[config.mk]
export PLATFORM = sky130hd
export DESIGN_NAME = jt51_acc_mix_flat
export DESIGN_NICKNAME = d
export VERILOG_FILES = /design/src/rtl/jt51_pkg.sv /design/src/rtl/jt51_acc_mix_if.sv /design/src/rtl/jt51_acc_fp.sv /design/src/rtl/jt51_acc_mix.sv /design/src/flat_wrapper.sv
export SDC_FILE = /design/constraint.sdc
export NUM_CORES = 1
export LEC_CHECK = 0
export CAP_MARGIN = 40
export CORE_ASPECT_RATIO = 1.1
export CORE_UTILIZATION = 23
export CTS_CLUSTER_SIZE = 30
export DETAILED_ROUTE_END_ITERATION = 7
export DONT_BUFFER_PORTS = 1
export PLACE_DENSITY = 0.35
export SLEW_MARGIN = 20
export SYNTH_ARGS = -nofsm -noshare
export SYNTH_HDL_FRONTEND = slang
export SYNTH_SLANG_ARGS = --single-unit
[constraint.sdc]
create_clock -name clk -period 8.6 [get_ports clk]
set_input_delay 1.72 -clock clk [delete_from_list [all_inputs] [get_ports clk]]
set_output_delay 1.72 -clock clk [all_outputs]
set_load 0.05 [all_outputs]
[src/rtl/jt51_pkg.sv]
// jt51_pkg: shared widths, algorithm thresholds and carrier decode for the JT51 output mixer
package jt51_pkg;
    localparam int OP_W    = 14;
    localparam int ACC_W   = 19;
    localparam int OUT_W   = 16;
    localparam int NOISE_W = 12;
    localparam int MANT_W  = 10;
    localparam int EXP_MAX = 6;

    localparam logic [2:0] CON_C1_MIN  = 3'd4;
    localparam logic [2:0] CON_M2_MIN  = 3'd5;
    localparam logic [2:0] CON_M1_ONLY = 3'd7;

    // Carrier decode: one add per slot however many role strobes are set
    function automatic logic is_carrier(input logic m1, input logic m2, input logic c1,
                                        input logic c2, input logic [2:0] con);
        return c2 | (c1 & (con >= CON_C1_MIN)) | (m2 & (con >= CON_M2_MIN)) | (m1 & (con == CON_M1_ONLY));
    endfunction
endpackage

[src/rtl/jt51_acc_mix_if.sv]
// jt51_acc_mix_if: operator-slot stream into the mixer and the four mixed outputs
interface jt51_acc_mix_if;
    import jt51_pkg::*;
    logic                      cen;
    logic                      m1_enters;
    logic                      m2_enters;
    logic                      c1_enters;
    logic                      c2_enters;
    logic                      op31_acc;
    logic [1:0]                rl_I;
    logic [2:0]                con_I;
    logic signed [OP_W-1:0]    op_out;
    logic                      ne;
    logic signed [NOISE_W-1:0] noise_mix;
    logic signed [OUT_W-1:0]   left;
    logic signed [OUT_W-1:0]   right;
    logic signed [OUT_W-1:0]   xleft;
    logic signed [OUT_W-1:0]   xright;

    modport master (
        output cen, m1_enters, m2_enters, c1_enters, c2_enters, op31_acc,
               rl_I, con_I, op_out, ne, noise_mix,
        input  left, right, xleft, xright
    );
    modport slave (
        input  cen, m1_enters, m2_enters, c1_enters, c2_enters, op31_acc,
               rl_I, con_I, op_out, ne, noise_mix,
        output left, right, xleft, xright
    );
endinterface

[src/rtl/jt51_acc_fp.sv]
// jt51_acc_fp: clamp a frame total to 16 bits and requantize it to a 10-bit mantissa / 3-bit exponent float
module jt51_acc_fp
    import jt51_pkg::*;
(
    input  logic signed [ACC_W-1:0] total,
    output logic signed [OUT_W-1:0] sat,
    output logic signed [OUT_W-1:0] fp
);
    localparam logic signed [ACC_W-1:0] SAT_HI = ACC_W'((1 <<< (OUT_W - 1)) - 1);
    localparam logic signed [ACC_W-1:0] SAT_LO = ACC_W'(-(1 <<< (OUT_W - 1)));
    localparam logic signed [OUT_W-1:0] MANT_HI = OUT_W'((1 <<< (MANT_W - 1)) - 1);
    localparam logic signed [OUT_W-1:0] MANT_LO = OUT_W'(-(1 <<< (MANT_W - 1)));

    logic signed [OUT_W-1:0] mant;

    // Clamp, then keep the smallest exponent whose shifted value fits the mantissa
    always_comb begin
        sat  = total > SAT_HI ? SAT_HI[OUT_W-1:0] : total < SAT_LO ? SAT_LO[OUT_W-1:0] : total[OUT_W-1:0];
        fp   = (sat >>> EXP_MAX) <<< EXP_MAX;
        mant = '0;
        for (int i = EXP_MAX - 1; i >= 0; i--) begin
            mant = sat >>> i;
            if (mant >= MANT_LO && mant <= MANT_HI) fp = mant <<< i;
        end
    end
endmodule

[src/rtl/jt51_acc_mix.sv]
// jt51_acc_mix: per-frame left/right carrier accumulator with saturated and float-requantized outputs
module jt51_acc_mix
    import jt51_pkg::*;
(
    input logic           clk,
    input logic           rst,
    jt51_acc_mix_if.slave bus
);
    logic                    add;
    logic                    frame_end;
    logic signed [ACC_W-1:0] sample;
    logic signed [ACC_W-1:0] tot_l;
    logic signed [ACC_W-1:0] tot_r;
    logic signed [ACC_W-1:0] acc_l_d, acc_l_q;
    logic signed [ACC_W-1:0] acc_r_d, acc_r_q;
    logic signed [OUT_W-1:0] sat_l, sat_r, fp_l, fp_r;
    logic signed [OUT_W-1:0] xleft_d, xleft_q, xright_d, xright_q;
    logic signed [OUT_W-1:0] left_d, left_q, right_d, right_q;

    // Decode the carrier slot, choose op or noise sample, and form totals including this slot
    always_comb begin
        add       = is_carrier(bus.m1_enters, bus.m2_enters, bus.c1_enters, bus.c2_enters, bus.con_I);
        frame_end = bus.cen && bus.op31_acc;
        sample    = (bus.ne && bus.op31_acc)
                  ? {{(ACC_W - NOISE_W - 2){bus.noise_mix[NOISE_W-1]}}, bus.noise_mix, 2'b00}
                  : {{(ACC_W - OP_W){bus.op_out[OP_W-1]}}, bus.op_out};
        tot_l     = acc_l_q + ((add && bus.rl_I[0]) ? sample : '0);
        tot_r     = acc_r_q + ((add && bus.rl_I[1]) ? sample : '0);
        acc_l_d   = !bus.cen ? acc_l_q : bus.op31_acc ? '0 : tot_l;
        acc_r_d   = !bus.cen ? acc_r_q : bus.op31_acc ? '0 : tot_r;
        xleft_d   = frame_end ? sat_l : xleft_q;
        xright_d  = frame_end ? sat_r : xright_q;
        left_d    = frame_end ? fp_l : left_q;
        right_d   = frame_end ? fp_r : right_q;
    end

    jt51_acc_fp u_fp_l (.total(tot_l), .sat(sat_l), .fp(fp_l));
    jt51_acc_fp u_fp_r (.total(tot_r), .sat(sat_r), .fp(fp_r));

    // Accumulators and frame outputs; outputs only move on the last slot of a frame
    always_ff @(posedge clk or posedge rst) begin
        if (rst) begin
            acc_l_q  <= '0;
            acc_r_q  <= '0;
            xleft_q  <= '0;
            xright_q <= '0;
            left_q   <= '0;
            right_q  <= '0;
        end else begin
            acc_l_q  <= acc_l_d;
            acc_r_q  <= acc_r_d;
            xleft_q  <= xleft_d;
            xright_q <= xright_d;
            left_q   <= left_d;
            right_q  <= right_d;
        end
    end

    assign bus.xleft  = xleft_q;
    assign bus.xright = xright_q;
    assign bus.left   = left_q;
    assign bus.right  = right_q;
endmodule

[src/flat_wrapper.sv]
// flat-port wrapper written by rule: the top's interface ports become plain ports
module jt51_acc_mix_flat import jt51_pkg::*;
  (clk, rst, bus_cen, bus_m1_enters, bus_m2_enters, bus_c1_enters, bus_c2_enters, bus_op31_acc, bus_rl_I, bus_con_I, bus_op_out, bus_ne, bus_noise_mix, bus_left, bus_right, bus_xleft, bus_xright);
  jt51_acc_mix_if bus_i ();
  input logic clk;
  input logic rst;
  input wire logic [$bits(bus_i.cen)-1:0] bus_cen;
  input wire logic [$bits(bus_i.m1_enters)-1:0] bus_m1_enters;
  input wire logic [$bits(bus_i.m2_enters)-1:0] bus_m2_enters;
  input wire logic [$bits(bus_i.c1_enters)-1:0] bus_c1_enters;
  input wire logic [$bits(bus_i.c2_enters)-1:0] bus_c2_enters;
  input wire logic [$bits(bus_i.op31_acc)-1:0] bus_op31_acc;
  input wire logic [$bits(bus_i.rl_I)-1:0] bus_rl_I;
  input wire logic [$bits(bus_i.con_I)-1:0] bus_con_I;
  input wire logic [$bits(bus_i.op_out)-1:0] bus_op_out;
  input wire logic [$bits(bus_i.ne)-1:0] bus_ne;
  input wire logic [$bits(bus_i.noise_mix)-1:0] bus_noise_mix;
  output wire logic [$bits(bus_i.left)-1:0] bus_left;
  output wire logic [$bits(bus_i.right)-1:0] bus_right;
  output wire logic [$bits(bus_i.xleft)-1:0] bus_xleft;
  output wire logic [$bits(bus_i.xright)-1:0] bus_xright;
  assign bus_i.cen = bus_cen;
  assign bus_i.m1_enters = bus_m1_enters;
  assign bus_i.m2_enters = bus_m2_enters;
  assign bus_i.c1_enters = bus_c1_enters;
  assign bus_i.c2_enters = bus_c2_enters;
  assign bus_i.op31_acc = bus_op31_acc;
  assign bus_i.rl_I = bus_rl_I;
  assign bus_i.con_I = bus_con_I;
  assign bus_i.op_out = bus_op_out;
  assign bus_i.ne = bus_ne;
  assign bus_i.noise_mix = bus_noise_mix;
  assign bus_left = bus_i.left;
  assign bus_right = bus_i.right;
  assign bus_xleft = bus_i.xleft;
  assign bus_xright = bus_i.xright;
  jt51_acc_mix u_core (.clk(clk), .rst(rst), .bus(bus_i));
endmodule
==> results of run 1 <==
==> critical path, delay by kind of cell <==
| kind | cells | cell delay [ps] |
|---|---|---|
| AO/OA/AOI/OAI | 8 | 2180 |
| multiplexers | 1 | 400 |
| AND/OR/NAND/NOR | 5 | 1090 |
| adder cells (fa/ha/maj) | 1 | 380 |
==> cells by family (layout without fill, tap and decap cells) <==
family	Yosys count	after routing	synth area share (%)
xor gates and xnor gates	36	36	6.009
muxes	16	16	2.796
adders and majority gates	38	38	8.179
AOI/OAI and AO/OA	231	231	27.62
DFF	82	82	34.22
and+or+nand+nor	183	183	15.38
buffers and inverters	66	68	5.800
==> registers in the layout, summed over array words and instances (netlist names) <==
signal	count
u_core.acc_l_q	19
u_core.acc_r_q	19
u_core.bus.xleft	16
u_core.bus.xright	16
u_core.bus.left	6
u_core.bus.right	6
==> layer usage <==
| layer | up-vias | GRT usage (%) |
|---|---|---|
| met3 | 41 | 3.401 |
| met4 | 0 | 6.436 |
| met2 | 120 | 27.66 |
| met5 | - | 0 |
| li1 | 2370 | - |
| met1 | 2393 | 16.80 |
==> where the power goes <==
part           total [mW]  internal [mW]  leakage [nW]  switching [mW]
combinational       0.714          0.265          1.81           0.450
clock               0.484          0.302         0.177           0.182
sequential          0.682          0.459          1.08           0.223
==> layout make-up <==
type                       instances  area [µm²]  area share [%]
timing repair buffer              41       538.0           7.655
clock inverter                     5       107.6           1.531
multi-input combinational        504        3602           51.26
sequential                        82        2052           29.20
tap                              346       432.9           6.160
inverter                          11       42.54          0.6053
clock buffer                      11       252.7           3.596
==> through the flow <==
| stage | util (%) | cells | worst slack, ps | power [mW] | hold WS, ps |
|---|---|---|---|---|---|
| after floorplan | - | 652 | 3185 | 1.167 | 461.2 |
| after global placement | 24.27 | 948 | 2641 | 1.263 | 478.3 |
| after detailed placement | 25.88 | 974 | 2720 | 1.387 | 483.7 |
| after CTS | 27.29 | 990 | 3083 | 1.880 | 500.9 |
| after global routing | 27.65 | 1000 | 2811 | 1.974 | 513.6 |
| final | 27.65 | 1000 | 3099 | 1.881 | 498.5 |
==> cells in the final DEF (no fill, tap or decap), types with 9 or more instances in the layout <==
master / Yosys / final
xor2_1: 11 / 11
buf_16: 0 / 12
nand3_1: 9 / 9
nand4_1: 12 / 12
xnor2_1: 19 / 19
a21o_1: 21 / 21
nand2_1: 69 / 68
a22o_1: 23 / 23
mux2i_1: 12 / 12
o21ai_0: 38 / 38
inv_1: 11 / 9
a21oi_1: 55 / 55
dfrtp_1: 82 / 82
buf_1: 3 / 11
nor2_1: 54 / 53
o211ai_1: 9 / 9
clkbuf_16: 0 / 11
ha_1: 36 / 36
o2bb2ai_1: 19 / 19
==> worst min path at each step <==
stage / startpoint / endpoint / slack (ps) / depth (start not counted)
3_3_place_gp: u_core.acc_l_q[11] / u_core.acc_l_q[11] / 480 / 1
2_1_floorplan: u_core.acc_l_q[0] / u_core.acc_l_q[0] / 460 / 1
5_1_grt: u_core.acc_l_q[4] / u_core.acc_l_q[4] / 510 / 1
6_report: u_core.acc_r_q[5] / u_core.acc_r_q[5] / 500 / 1
4_1_cts: u_core.acc_r_q[11] / u_core.acc_r_q[11] / 500 / 1
3_5_place_dp: u_core.acc_r_q[11] / u_core.acc_r_q[11] / 480 / 1
==> qor.txt, run 1 <==
R2R setup slack: 5190 ps
DRT iter0 DRCs: 281
Crit start category: primary input
Synth top area cells: dfrtp_1 34%, ha_1 7.5%, a21oi_1 4.6%, nand2_1 4.3%, nor2_1 3.4%
WL met1: 7.839 mm
Actual slew at the worst max-slew pin: 895.4 ps
Crit path max fanout: 13
RSZ-0062 raised after global routing: false
Tot GR Track Use: 15.15%
Wire length per cell: 19.57 µm
Final period util: 63.96%
Async SR Flop Fraction: 100.0%
Initial antenna violation count: 0
Nets: 727
Clock Tree Root: clkbuf_16
Clk_lat worst skew: 350 ps
Worst hold path class: reg -> reg
R2r worst-path depth: 11
Final hold vios: 0
Count of cell types in the netlist: 77
Via count: 4,924
Peak supply drop: 125.5 µV
Total Wirelength: 19.57 mm
Syn nets: 730
Top FF cell, synth: dfrtp_1
Area post-placement: 6576 µm²
Placer congestion estimate: 0.8197
Layout Skew: 10.20 ps
Sum Neg Setup Slack: 0 ps
Die ar.: 26,720 µm²
End point of the critical path: u_core.bus.right[2]
Dpl hpwl: 15.24 mm
Setup crit end kind: register
Max Slew Vio Count: 0
Resized cells post-CTS: 0
Share of cells above drive strength 1: 13.15%
Register area share after synthesis: 34.22%
FF-to-FF Start: u_core.acc_l_q[0]
Met2 WL: 10.21 mm
Pwr per Cell Area: 267.6 nW/µm²
Critical Path Source: bus_m2_enters
Core Footprint: 25,420 µm²
Die W: 156.0 µm
TritonCTS clock tree: done
Final Cell Area: 7028 µm²
Share of the synthesized area in the top cell type: 34.22%
Vias in the first global route: 5,031
Post-CTS Setup Bufs: 0
Pre-antenna DRT Iters: 5
Clock sink count: 82
Kind of critical path: in -> reg
Global-route wire length before repair: 30.09 mm
Dominant cell type by area after synthesis: dfrtp_1
Max-capacitance violation count: 0
Post-synth EDFFs: 0
Flip-flop and latch count after synthesis: 82
Syn Area/Cell: 9.198 µm²
Max Freq: 181.8 MHz
Top Ports: 104
Worst slew margin: 40.31%
Final setup viols: 0
Layout area overhead: 17.19%
Rows: 61
LEAKAGE: 3.060 nW
Max Used Layer: met4
Routed wl met3: 823 µm
Crit-path slowest cell: a311oi_4
Arrival time at the worst endpoint: 5790 ps
R2R Path End: u_core.bus.left[1]
Post-DRT Antenna Nets: 0
Starting Density: 23.60%
Worst-path clk slew: 70 ps
DRC viols: 0
# diodes: 0
Max stage delay on crit path: 450 ps
Hold Buf Count CTS: 0
Most common cell in the netlist: dfrtp_1
Layout fillers: 2,648
Syn Std Cell Area: 5997 µm²
Minimum clock period: 5501 ps
Req. time, crit path: 8890 ps
Port Buffer Count: 0
Htree depth: 3
Crit-path cells: a211o_1 > a21oi_2 > nor2_1 > nand2_1 > nor2_1 > ha_1 > a21oi_1 > o21bai_1 > a21oi_1 > mux2_2 > a311oi_4 > nor3_2 > or2_1 > a211oi_2 > a22o_1
Largest net degree at the start of global routing: 70
Longest Clk Path Bufs: 2
Number of vias per cell: 4.924
Synth top cells by count: 82 x dfrtp_1, 69 x nand2_1, 55 x a21oi_1
Post-Synthesis Cells: 652
Outcome: finished clean
Chip height: 171.4 µm
Yosys Warn Count: 0
Grt ovf: 0
TritonCTS Buffers: 9
Note: power is estimated with default switching activity, not from simulation.
==> run 2: changes to the inputs <==
clock period = 5.1 ns   (was 8.6 ns; I/O delays follow)
==> run 2 against run 1 <==
Core utilization increased by 0.30 points. Via count increased by 1.6%. Highest routed layer unchanged. Combinational power increased by 75%. Non-clock buffer count increased by 19. Hold slack got worse by 2.1 ps. Clock skew increased by 4.4 ps. Critical endpoint is now u_core.bus.xright[3]. Critical path depth increased by 1. Die area unchanged. Worst setup slack got worse by 2600 ps.
==> qor.txt, run 2 (synthesis results as in run 1) <==
Max stage delay on crit path: 480 ps (was 450 ps)
Worst slew margin: 39.89% (was 40.31%)
Commonest non-fill, non-tap cell in the layout: dfrtp_1 (unchanged)
Pwr per Cell Area: 431.2 nW/µm² (was 267.6 nW/µm²)
Hold_sp: u_core.acc_r_q[7] (was u_core.acc_r_q[5])
Vias in the first global route: 5,254 (was 5,031)
R2r worst-path depth: 10 (was 11)
Minimum clock period: 4645 ps
Req. time, crit path: 5330 ps (was 8890 ps)
Dpl hpwl: 15.56 mm (was 15.24 mm)
Dpl ws: 100.6 ps (was 2720 ps)
FF-to-FF Start: u_core.acc_r_q[0] (was u_core.acc_l_q[0])
R2R setup slack: 1620 ps (was 5190 ps)
Actual slew at the worst max-slew pin: 901.7 ps (was 895.4 ps)
Tot GR Track Use: 15.56% (was 15.15%)
Port Buffer Count: 0 (unchanged)
Crit-path slowest cell: o41ai_2 (was a311oi_4)
Final period util: 91.08%
Post-DRT Antenna Nets: 0 (unchanged)
Pre-antenna DRT Iters: 4 (was 5)
Resized cells post-CTS: 0 (unchanged)
RSZ-0062 raised after global routing: false (unchanged)
Initial antenna violation count: 0 (unchanged)
Worst hold path class: reg -> reg (unchanged)
Top Registers: u_core.acc_l_q (19), u_core.acc_r_q (19) (unchanged)
Crit start category: primary input (unchanged)
Crit path max fanout: 11 (was 13)
Rows: 61 (unchanged)
Final Cell Area: 7104 µm² (was 7028 µm²)
Via count: 5,003 (was 4,924)
Chip height: 171.4 µm (unchanged)
Worst setup margin: 455.0 ps (was 3099 ps)
Layout area overhead: 18.46% (was 17.19%)
Clock Tree Root: clkbuf_16 (unchanged)
Total Wirelength: 20.13 mm (was 19.57 mm)
Global-route wire length before repair: 31.09 mm (was 30.09 mm)
Wire length per cell: 19.76 µm (was 19.57 µm)
Htree depth: 3 (unchanged)
Clock sink count: 82 (unchanged)
DRC viols: 0 (unchanged)
Longest Clk Path Bufs: 2 (unchanged)
Area post-placement: 6758 µm² (was 6576 µm²)
R2R Path End: u_core.bus.xright[3] (was u_core.bus.left[1])
# diodes: 0 (unchanged)
Final setup viols: 0 (unchanged)
Share of cells above drive strength 1: 15.75% (was 13.15%)
Core Footprint: 25,420 µm² (unchanged)
Layout fillers: 2,708 (was 2,648)
Worst-path clk slew: 80 ps (was 70 ps)
Max-capacitance violation count: 0 (unchanged)
Clk_lat worst skew: 350 ps (about the same)
Crit-path cells: a211o_1 > a21oi_2 > nor2_1 > nand2_1 > buf_4 > nor2_1 > ha_1 > a21oi_1 > o21ai_1 > nand2_1 > o41ai_2 > xor2_1 > nor3_2 > or2_1 > o21ai_0 > mux2_2 (was a211o_1 > a21oi_2 > nor2_1 > nand2_1 > nor2_1 > ha_1 > a21oi_1 > o21bai_1 > a21oi_1 > mux2_2 > a311oi_4 > nor3_2 > or2_1 > a211oi_2 > a22o_1)
Top Ports: 104 (unchanged)
Largest net degree at the start of global routing: 70 (unchanged)
Max Freq: 215.3 MHz
Outcome: finished clean (unchanged)
Critical Path Source: bus_m2_enters (unchanged)
TritonCTS clock tree: done (unchanged)
Max Slew Vio Count: 0 (unchanged)
Nets: 746 (was 727)
Arrival time at the worst endpoint: 4870 ps (was 5790 ps)
Die ar.: 26,720 µm² (unchanged)
Final hold vios: 0 (unchanged)
Most frequent cells in the layout: 82 x dfrtp_1, 68 x nand2_1, 55 x a21oi_1, 53 x nor2_1, 38 x o21ai_0 (unchanged)
Placer congestion estimate: 0.8477 (was 0.8197)
DRT iter0 DRCs: 260 (was 281)
Starting Density: 23.60% (unchanged)
Kind of critical path: in -> reg (unchanged)
TritonCTS Buffers: 9 (unchanged)
Die W: 156.0 µm (unchanged)
Post-CTS Setup Bufs: 0 (unchanged)
Number of vias per cell: 4.910 (was 4.924)
Setup crit end kind: register (unchanged)
Grt ovf: 0 (unchanged)
LEAKAGE: 3.119 nW (was 3.060 nW)
End point of the critical path: u_core.bus.xright[3] (was u_core.bus.right[2])
Hold Buf Count CTS: 0 (unchanged)
Sum Neg Setup Slack: 0 ps (unchanged)
Layout Skew: 14.59 ps (was 10.20 ps)
Peak supply drop: 198.0 µV (was 125.5 µV)
-- run 2: worst min-delay path by stage --
stage | end | slack (ps) | cells after the start
finish | u_core.acc_r_q[7] | 500 | 1
global route | u_core.acc_r_q[4] | 520 | 1
CTS | u_core.acc_r_q[7] | 500 | 1
detailed placement | u_core.acc_r_q[7] | 480 | 1
global placement | u_core.acc_r_q[5] | 480 | 1
floorplan | u_core.acc_l_q[0] | 460 | 1
-- run 2: critical path, delay by kind of cell --
family | cells | cell delay, ps
buf+inv | 1 | 190
simple gates | 6 | 1180
fa+ha+maj | 1 | 440
mux | 1 | 300
xor+xnor | 1 | 220
compound gates | 6 | 1530
-- run 2: stage by stage --
stage                     hold slack, ps  cells  util, %  total power, mW
after floorplan                    461.2    652        -            1.968
after global placement             481.6    969    24.89            2.168
after detailed placement           484.8    996    26.59            2.402
after CTS                          501.7   1012    27.74            3.076
after global routing               520.8   1019    27.95            3.226
final                              496.4   1019    27.95            3.063
-- run 2: cell type report --
class / count / area [µm²] / share of cell area, %
multi-input cells: 504 / 3607 / 50.77
flip-flops and latches: 82 / 2052 / 28.88
repair buffers: 60 / 674.4 / 9.493
well taps: 346 / 432.9 / 6.094
clock buffers: 11 / 252.7 / 3.558
inverters: 11 / 46.29 / 0.6516
clock inverters: 5 / 38.79 / 0.5460
-- run 2: metal layers --
metal / global-route usage [%] / vias up / wire length [µm] / share of wire (%)
li1: - / 2419 / - / -
met1: 17.14 / 2434 / 8138 / 40
met2: 28.77 / 115 / 10510 / 52
met3: 2.847 / 35 / 721 / 3.6
met4: 7.246 / 0 / 767 / 3.8
met5: 0 / - / 0 / 0
-- run 2: power breakdown --
| group | switching, mW | leakage [nW] | internal [mW] | total [mW] |
|---|---|---|---|---|
| registers | 0.374 | 1.08 | 0.774 | 1.15 |
| clock network | 0.301 | 0.142 | 0.359 | 0.660 |
| logic | 0.776 | 1.90 | 0.479 | 1.25 |
| total | 1.45 | 3.12 | 1.61 | 3.06 |
